File: config.mk
export PLATFORM = sky130hd
export DESIGN_NAME = mem_stage_sequencer
export DESIGN_NICKNAME = d
export VERILOG_FILES = /design/src/rtl/mem_stage_sequencer.sv
export SDC_FILE = /design/constraint.sdc
export NUM_CORES = 1
export LEC_CHECK = 0
export ABC_CLOCK_PERIOD_IN_PS = 6800
export CAP_MARGIN = 20
export CORE_UTILIZATION = 48
export DETAILED_ROUTE_END_ITERATION = 7
export DONT_BUFFER_PORTS = 1
export HOLD_SLACK_MARGIN = 0.06
export MAX_ROUTING_LAYER = met4
export PLACE_DENSITY = 0.64
export SLEW_MARGIN = 0
export SYNTH_ARGS = -nofsm -noshare
export SYNTH_HDL_FRONTEND = slang
export SYNTH_HIERARCHICAL = 1
export SYNTH_SLANG_ARGS = --single-unit
File: constraint.sdc
create_clock -name clk -period 6.8 [get_ports clk]
set_input_delay 1.02 -clock clk [delete_from_list [all_inputs] [get_ports clk]]
set_output_delay 1.02 -clock clk [all_outputs]
set_load 0.005 [all_outputs]
File: src/rtl/mem_stage_sequencer.sv
// Memory-stage sequencer: walks 3-lane vector loads/stores through a single-port
// data memory one lane per cycle, then hands assembled lanes to the MEM/WB buffer.

module mem_stage_lane #(
    parameter int N = 18
) (
    input  logic         clk,
    input  logic         reset,
    input  logic         op_cap,
    input  logic         alu_cap,
    input  logic         rd_cap,
    input  logic         st_pres,
    input  logic         ld_pres,
    input  logic [N-1:0] addr_in,
    input  logic [N-1:0] wdata_in,
    input  logic [N-1:0] rdata,
    output logic [N-1:0] addr_q,
    output logic [N-1:0] wdata_q,
    output logic [N-1:0] read_o,
    output logic [N-1:0] alu_o
);
    always_ff @(posedge clk or posedge reset) begin
        if (reset) begin
            addr_q  <= '0;
            wdata_q <= '0;
            read_o  <= '0;
            alu_o   <= '0;
        end else begin
            if (op_cap) begin
                addr_q  <= addr_in;
                wdata_q <= wdata_in;
            end
            if (alu_cap) begin
                alu_o  <= addr_in;
                read_o <= '0;
            end
            if (rd_cap)
                read_o <= rdata;
            // stores report zero read data; loads keep what was captured per lane
            if (st_pres) begin
                alu_o  <= addr_q;
                read_o <= '0;
            end
            if (ld_pres)
                alu_o <= addr_q;
        end
    end
endmodule

module mem_stage_sequencer #(
    parameter int N = 18
) (
    input  logic                clk,
    input  logic                reset,
    input  logic                valid,
    input  logic [2:0][N-1:0]   aluResult,
    input  logic [2:0][N-1:0]   writeData,
    input  logic [3:0]          WA3,
    input  logic                PCSrc,
    input  logic                RegWrite,
    input  logic                MemtoReg,
    input  logic                MemWrite,
    output logic                stall,
    output logic [N-1:0]        memAddr,
    output logic [N-1:0]        memWData,
    output logic                memWE,
    output logic                memRE,
    input  logic [N-1:0]        memRData,
    output logic                wbValid,
    output logic [2:0][N-1:0]   readDataO,
    output logic [2:0][N-1:0]   aluResultO,
    output logic [3:0]          WA3O,
    output logic                PCSrcO,
    output logic                RegWriteO,
    output logic                MemtoRegO
);
    localparam int LANES = 3;

    typedef enum logic [1:0] {IDLE, STORE, LOAD, DRAIN} state_t;

    state_t state, state_n;
    logic [1:0] lane, lane_n;
    logic accept, alu_acc, mem_acc, st_done, ld_done;
    logic [LANES-1:0] rd_cap;
    logic [LANES-1:0][N-1:0] addr_q, wdata_q;
    logic [3:0] wa3_q;
    logic pcsrc_q, regwrite_q, memtoreg_q;

    assign accept  = valid && (state == IDLE);
    assign alu_acc = accept && !MemWrite && !MemtoReg;
    assign mem_acc = accept && (MemWrite || MemtoReg);
    assign st_done = (state == STORE) && (lane == 2'd2);
    assign ld_done = (state == DRAIN);

    // read data arrives one cycle after issue, so capture trails the lane counter
    assign rd_cap[0] = (state == LOAD) && (lane == 2'd1);
    assign rd_cap[1] = (state == LOAD) && (lane == 2'd2);
    assign rd_cap[2] = ld_done;

    // stall comes straight from a flop so the EX/MEM load enable never glitches
    always_ff @(posedge clk or posedge reset) begin
        if (reset) begin
            state <= IDLE;
            lane  <= 2'd0;
            stall <= 1'b0;
        end else begin
            state <= state_n;
            lane  <= lane_n;
            stall <= (state_n != IDLE);
        end
    end

    always_comb begin
        state_n = state;
        lane_n  = lane;
        case (state)
            IDLE: begin
                lane_n = 2'd0;
                if (mem_acc)
                    state_n = MemWrite ? STORE : LOAD;
            end
            STORE: begin
                if (lane == 2'd2) begin
                    state_n = IDLE;
                    lane_n  = 2'd0;
                end else begin
                    lane_n = lane + 2'd1;
                end
            end
            LOAD: begin
                if (lane == 2'd2) begin
                    state_n = DRAIN;
                    lane_n  = 2'd0;
                end else begin
                    lane_n = lane + 2'd1;
                end
            end
            DRAIN: state_n = IDLE;
            default: begin
                state_n = IDLE;
                lane_n  = 2'd0;
            end
        endcase
    end

    always_comb begin
        memWE    = 1'b0;
        memRE    = 1'b0;
        memAddr  = '0;
        memWData = '0;
        if (state == STORE || state == LOAD) begin
            memWE = (state == STORE);
            memRE = (state == LOAD);
            case (lane)
                2'd0:    memAddr = addr_q[0];
                2'd1:    memAddr = addr_q[1];
                default: memAddr = addr_q[2];
            endcase
            if (state == STORE) begin
                case (lane)
                    2'd0:    memWData = wdata_q[0];
                    2'd1:    memWData = wdata_q[1];
                    default: memWData = wdata_q[2];
                endcase
            end
        end
    end

    always_ff @(posedge clk or posedge reset) begin
        if (reset) begin
            wbValid    <= 1'b0;
            wa3_q      <= '0;
            pcsrc_q    <= 1'b0;
            regwrite_q <= 1'b0;
            memtoreg_q <= 1'b0;
            WA3O       <= '0;
            PCSrcO     <= 1'b0;
            RegWriteO  <= 1'b0;
            MemtoRegO  <= 1'b0;
        end else begin
            wbValid <= alu_acc || st_done || ld_done;
            if (mem_acc) begin
                wa3_q      <= WA3;
                pcsrc_q    <= PCSrc;
                regwrite_q <= RegWrite;
                memtoreg_q <= MemtoReg;
            end
            if (alu_acc) begin
                WA3O      <= WA3;
                PCSrcO    <= PCSrc;
                RegWriteO <= RegWrite;
                MemtoRegO <= MemtoReg;
            end
            if (st_done || ld_done) begin
                WA3O      <= wa3_q;
                PCSrcO    <= pcsrc_q;
                RegWriteO <= regwrite_q;
                MemtoRegO <= memtoreg_q;
            end
        end
    end

    for (genvar i = 0; i < LANES; i++) begin : g_lane
        mem_stage_lane #(.N(N)) u_lane (
            .clk      (clk),
            .reset    (reset),
            .op_cap   (mem_acc),
            .alu_cap  (alu_acc),
            .rd_cap   (rd_cap[i]),
            .st_pres  (st_done),
            .ld_pres  (ld_done),
            .addr_in  (aluResult[i]),
            .wdata_in (writeData[i]),
            .rdata    (memRData),
            .addr_q   (addr_q[i]),
            .wdata_q  (wdata_q[i]),
            .read_o   (readDataO[i]),
            .alu_o    (aluResultO[i])
        );
    end
endmodule

==> results.py <==
metrics = {
    "finish": {
        "nNetsFinal": 1061,
        "n_fill_cell": 1950,
        "syn_to_final_growth_pct": 8.13,
        "final_core_util": 0.533,
        "final_cell_count_no_fill": 1250,
        "n_antenna_cell": 0,
        "drive_above_1_share": 0.240,
    },
    "sta": {
        "fin_crit_ns": 3.63,
        "fin_crit_sh": 0.534,
        "max_freq_mhz": 276,
        "setup_viol": 0,
        "tightest_slew_ns": 1.03,
        "hold_violations": 0,
        "tns_ns": 0,
        "setup_ws_ns": 3.17,
        "finalMaxSlewViolations": 0,
        "fin_skew_ns": 0.00778,
        "rsz0062_at_grt": "no",
        "slew_headroom": 0.316,
        "whs_ns": 0.380,
    },
    "pwr": {
        "p_leak_nw": 4.99,
        "p_per_area_nw_per_um2": 478,
        "max-vdd-ir-drop_uv": 286,
    },
    "clock_network": {
        "numCtsBuffers": 26,
        "cts_buffer_depth": 3,
        "cts_resized": 0,
        "postCtsHoldBufs": 0,
        "clk_pin_slew_ns": 0.06,
        "clock_sinks": 236,
        "cts.htree.levels": 1,
        "clk_latency_ns": 0.52,
        "root_buffer": "clkbuf_16",
        "cts_tree": "yes",
        "cts_setup_buffers": 0,
    },
    "global_route": {
        "grt_pass1_wl_um": 44400,
        "first_global_vias": 7422,
        "gr-total-overflow": 0,
        "track_usage": 0.244,
        "grt_max_degree": 81,
        "grt_antenna_before_repair": 1,
    },
    "drt": {
        "antenna_left": 0,
        "drt-vias-per-instance": 5.77,
        "dr.first_iter.drc_count": 363,
        "num_vias": 7209,
        "dr.pass1.iters": 4,
        "route.detailed.drc": 0,
        "routed_wl_um": 28300,
        "wl_per_cell_um": 22.6,
    },
    "place": {
        "dp_hpwl_um": 18100,
        "routabilityCongestion": 0.781,
        "dp.cells": 1200,
        "pre_cts_ws_ns": 3.12,
        "port_buffers": 0,
    },
    "floorplan": {
        "core_um2": 22800,
        "die_area_um2": 24000,
        "chipHeight_um": 155,
        "die_w_um": 155,
        "num_rows": 55,
        "initial_core_util": 0.493,
        "ios": 292,
    },
    "worst_setup_path": {
        "crit_required_ns": 7.16,
        "crit_type": "flop to flop",
        "cp.arrival_ns": 3.99,
        "worstPathMaxFanout": 80,
        "cp-end-kind": "flop",
        "crit_path_start_kind": "flop",
    },
    "yosys": {
        "synth_top_area_frac": 0.526,
        "post_synth.cell_area_avg_um2": 11.8,
        "ys_types": 36,
        "yosysTopAreaCell": "dfrtp_1",
        "synth_seq_cells": 236,
        "synth_area_um2": 11200,
        "yosysSeqAreaShare": 0.526,
        "synth_top_flop_cell": "dfrtp_1",
        "synthCells": 951,
        "async_flop_share": 1.00,
        "synth_edf_count": 0,
        "syn_nets": 1093,
        "ys_warn_count": 6,
        "synth_area_leaders": "dfrtp_1 (53%), mux2_2 (12%), mux2i_1 (8.0%)",
    },
    "flow_run": {
        "max_cap_viol_count": 0,
    },
    "status": {
        "status": "finished clean",
    },
    "worst_hold_path": {
        "worstHoldPathType": "input pin to async pin",
    },
}
==> layout make-up <==
cell class                 instances  area, um^2  area share
clock buffer                      41         818      0.0673
sequential                       236        5910       0.486
tap                              313         392      0.0322
multi-input combinational        631        4780       0.393
timing repair buffer              15         188      0.0154
inverter                           9        40.0     0.00330
clock inverter                     5        27.5     0.00227
==> through the flow <==
stage	total power, W	instance area, um^2
after floorplan	0.00398	11200
after CTS	0.00585	12100
final	0.00581	12200
after detailed placement	0.00445	11200
after global placement	0.00437	11200
after global routing	0.00619	12200
==> state kept, by name (all words and copies together), names as in the netlist, 2 cells and up <==
| name | cells |
|---|---|
| g_lane.u_lane/addr_q | 54 |
| g_lane.u_lane/alu_o | 54 |
| g_lane.u_lane/read_o | 54 |
| g_lane.u_lane/wdata_q | 54 |
| WA3O | 4 |
| wa3_q | 4 |
| lane | 2 |
| state | 2 |
==> cells by family after synthesis <==
kind of cell | share of synthesized area
AOI/OAI and AO/OA | 0.106
adders and majority gates | 0.00557
buffers and inverters | 0.0503
DFF | 0.526
muxes | 0.209
and+or+nand+nor | 0.103
==> power breakdown <==
| group | switching, W | internal, W | leakage [nW] |
|---|---|---|---|
| Clock | 0.000553 | 0.000819 | 0.419 |
| Sequential | 0.000517 | 0.00209 | 2.90 |
| Combinational | 0.000909 | 0.000917 | 1.67 |
| Total | 0.00198 | 0.00383 | 4.99 |
==> layout by cell type (no fill, tap or decap), types with 2 or more instances in the layout <==
master / synthesis / final
a21oi_1: 56 / 56
and3_1: 18 / 18
buf_8: 0 / 2
mux2_4: 6 / 6
buf_16: 0 / 3
clkbuf_16: 0 / 27
o21ai_1: 24 / 24
nand2_1: 92 / 92
o21ai_0: 92 / 92
mux2i_1: 90 / 90
ha_1: 5 / 4
clkinv_2: 0 / 7
or3b_1: 54 / 54
inv_1: 9 / 5
o21ai_2: 30 / 30
and2_1: 21 / 20
dfrtp_2: 0 / 2
mux2_2: 121 / 121
clkbuf_1: 23 / 5
nand2b_1: 3 / 3
or2_1: 3 / 3
clkbuf_8: 0 / 9
dfrtp_1: 236 / 234
buf_4: 0 / 10
==> routing by layer <==
| layer | share of wire | GRT usage | wire length (um) |
|---|---|---|---|
| met5 | 0 | - | 0 |
| met4 | 0.039 | 0.0896 | 1110 |
| met3 | 0.099 | 0.0830 | 2800 |
| met2 | 0.45 | 0.356 | 12700 |
| met1 | 0.41 | 0.313 | 11700 |
==> critical path, cell delays in order, from the launching register on <==
cell     delay, ns
dfrtp_1       0.42
inv_1         0.10
ha_1          0.69
and2_4        0.51
buf_4         0.69
or2_1         0.85
o21ai_1       0.17
==> synthesized netlist by cell type, drive strengths merged, types with 5 or more instances <==
cell type	number
or3b	54
clkbuf	23
inv	9
and3	18
a21oi	57
nand2	92
ha	5
o21ai	146
mux2i	90
buf	52
mux2	127
and2	21
dfrtp	236
==> final timing paths <==
kind | startpoint | end | slack, ns | cells past startpoint
min | reset | g_lane[2].u_lane/wdata_q[3]$_DFFE_PP0P_ | 0.38 | 2
max | state[1]$_DFF_PP0_ | g_lane[0].u_lane/alu_o[12]$_DFFE_PP0P_ | 3.17 | 6
max reg2reg | state[1]$_DFF_PP0_ | g_lane[0].u_lane/alu_o[12]$_DFFE_PP0P_ | 3.17 | 6
min in group clk | memtoreg_q$_DFFE_PP0N_ | memtoreg_q$_DFFE_PP0N_ | 0.49 | 1
min reg2reg | memtoreg_q$_DFFE_PP0N_ | memtoreg_q$_DFFE_PP0N_ | 0.49 | 1
max in group asynchronous | reset | g_lane[1].u_lane/addr_q[7]$_DFFE_PP0P_ | 5.31 | 2
No activity file was read; power rests on OpenSTA's default activity.
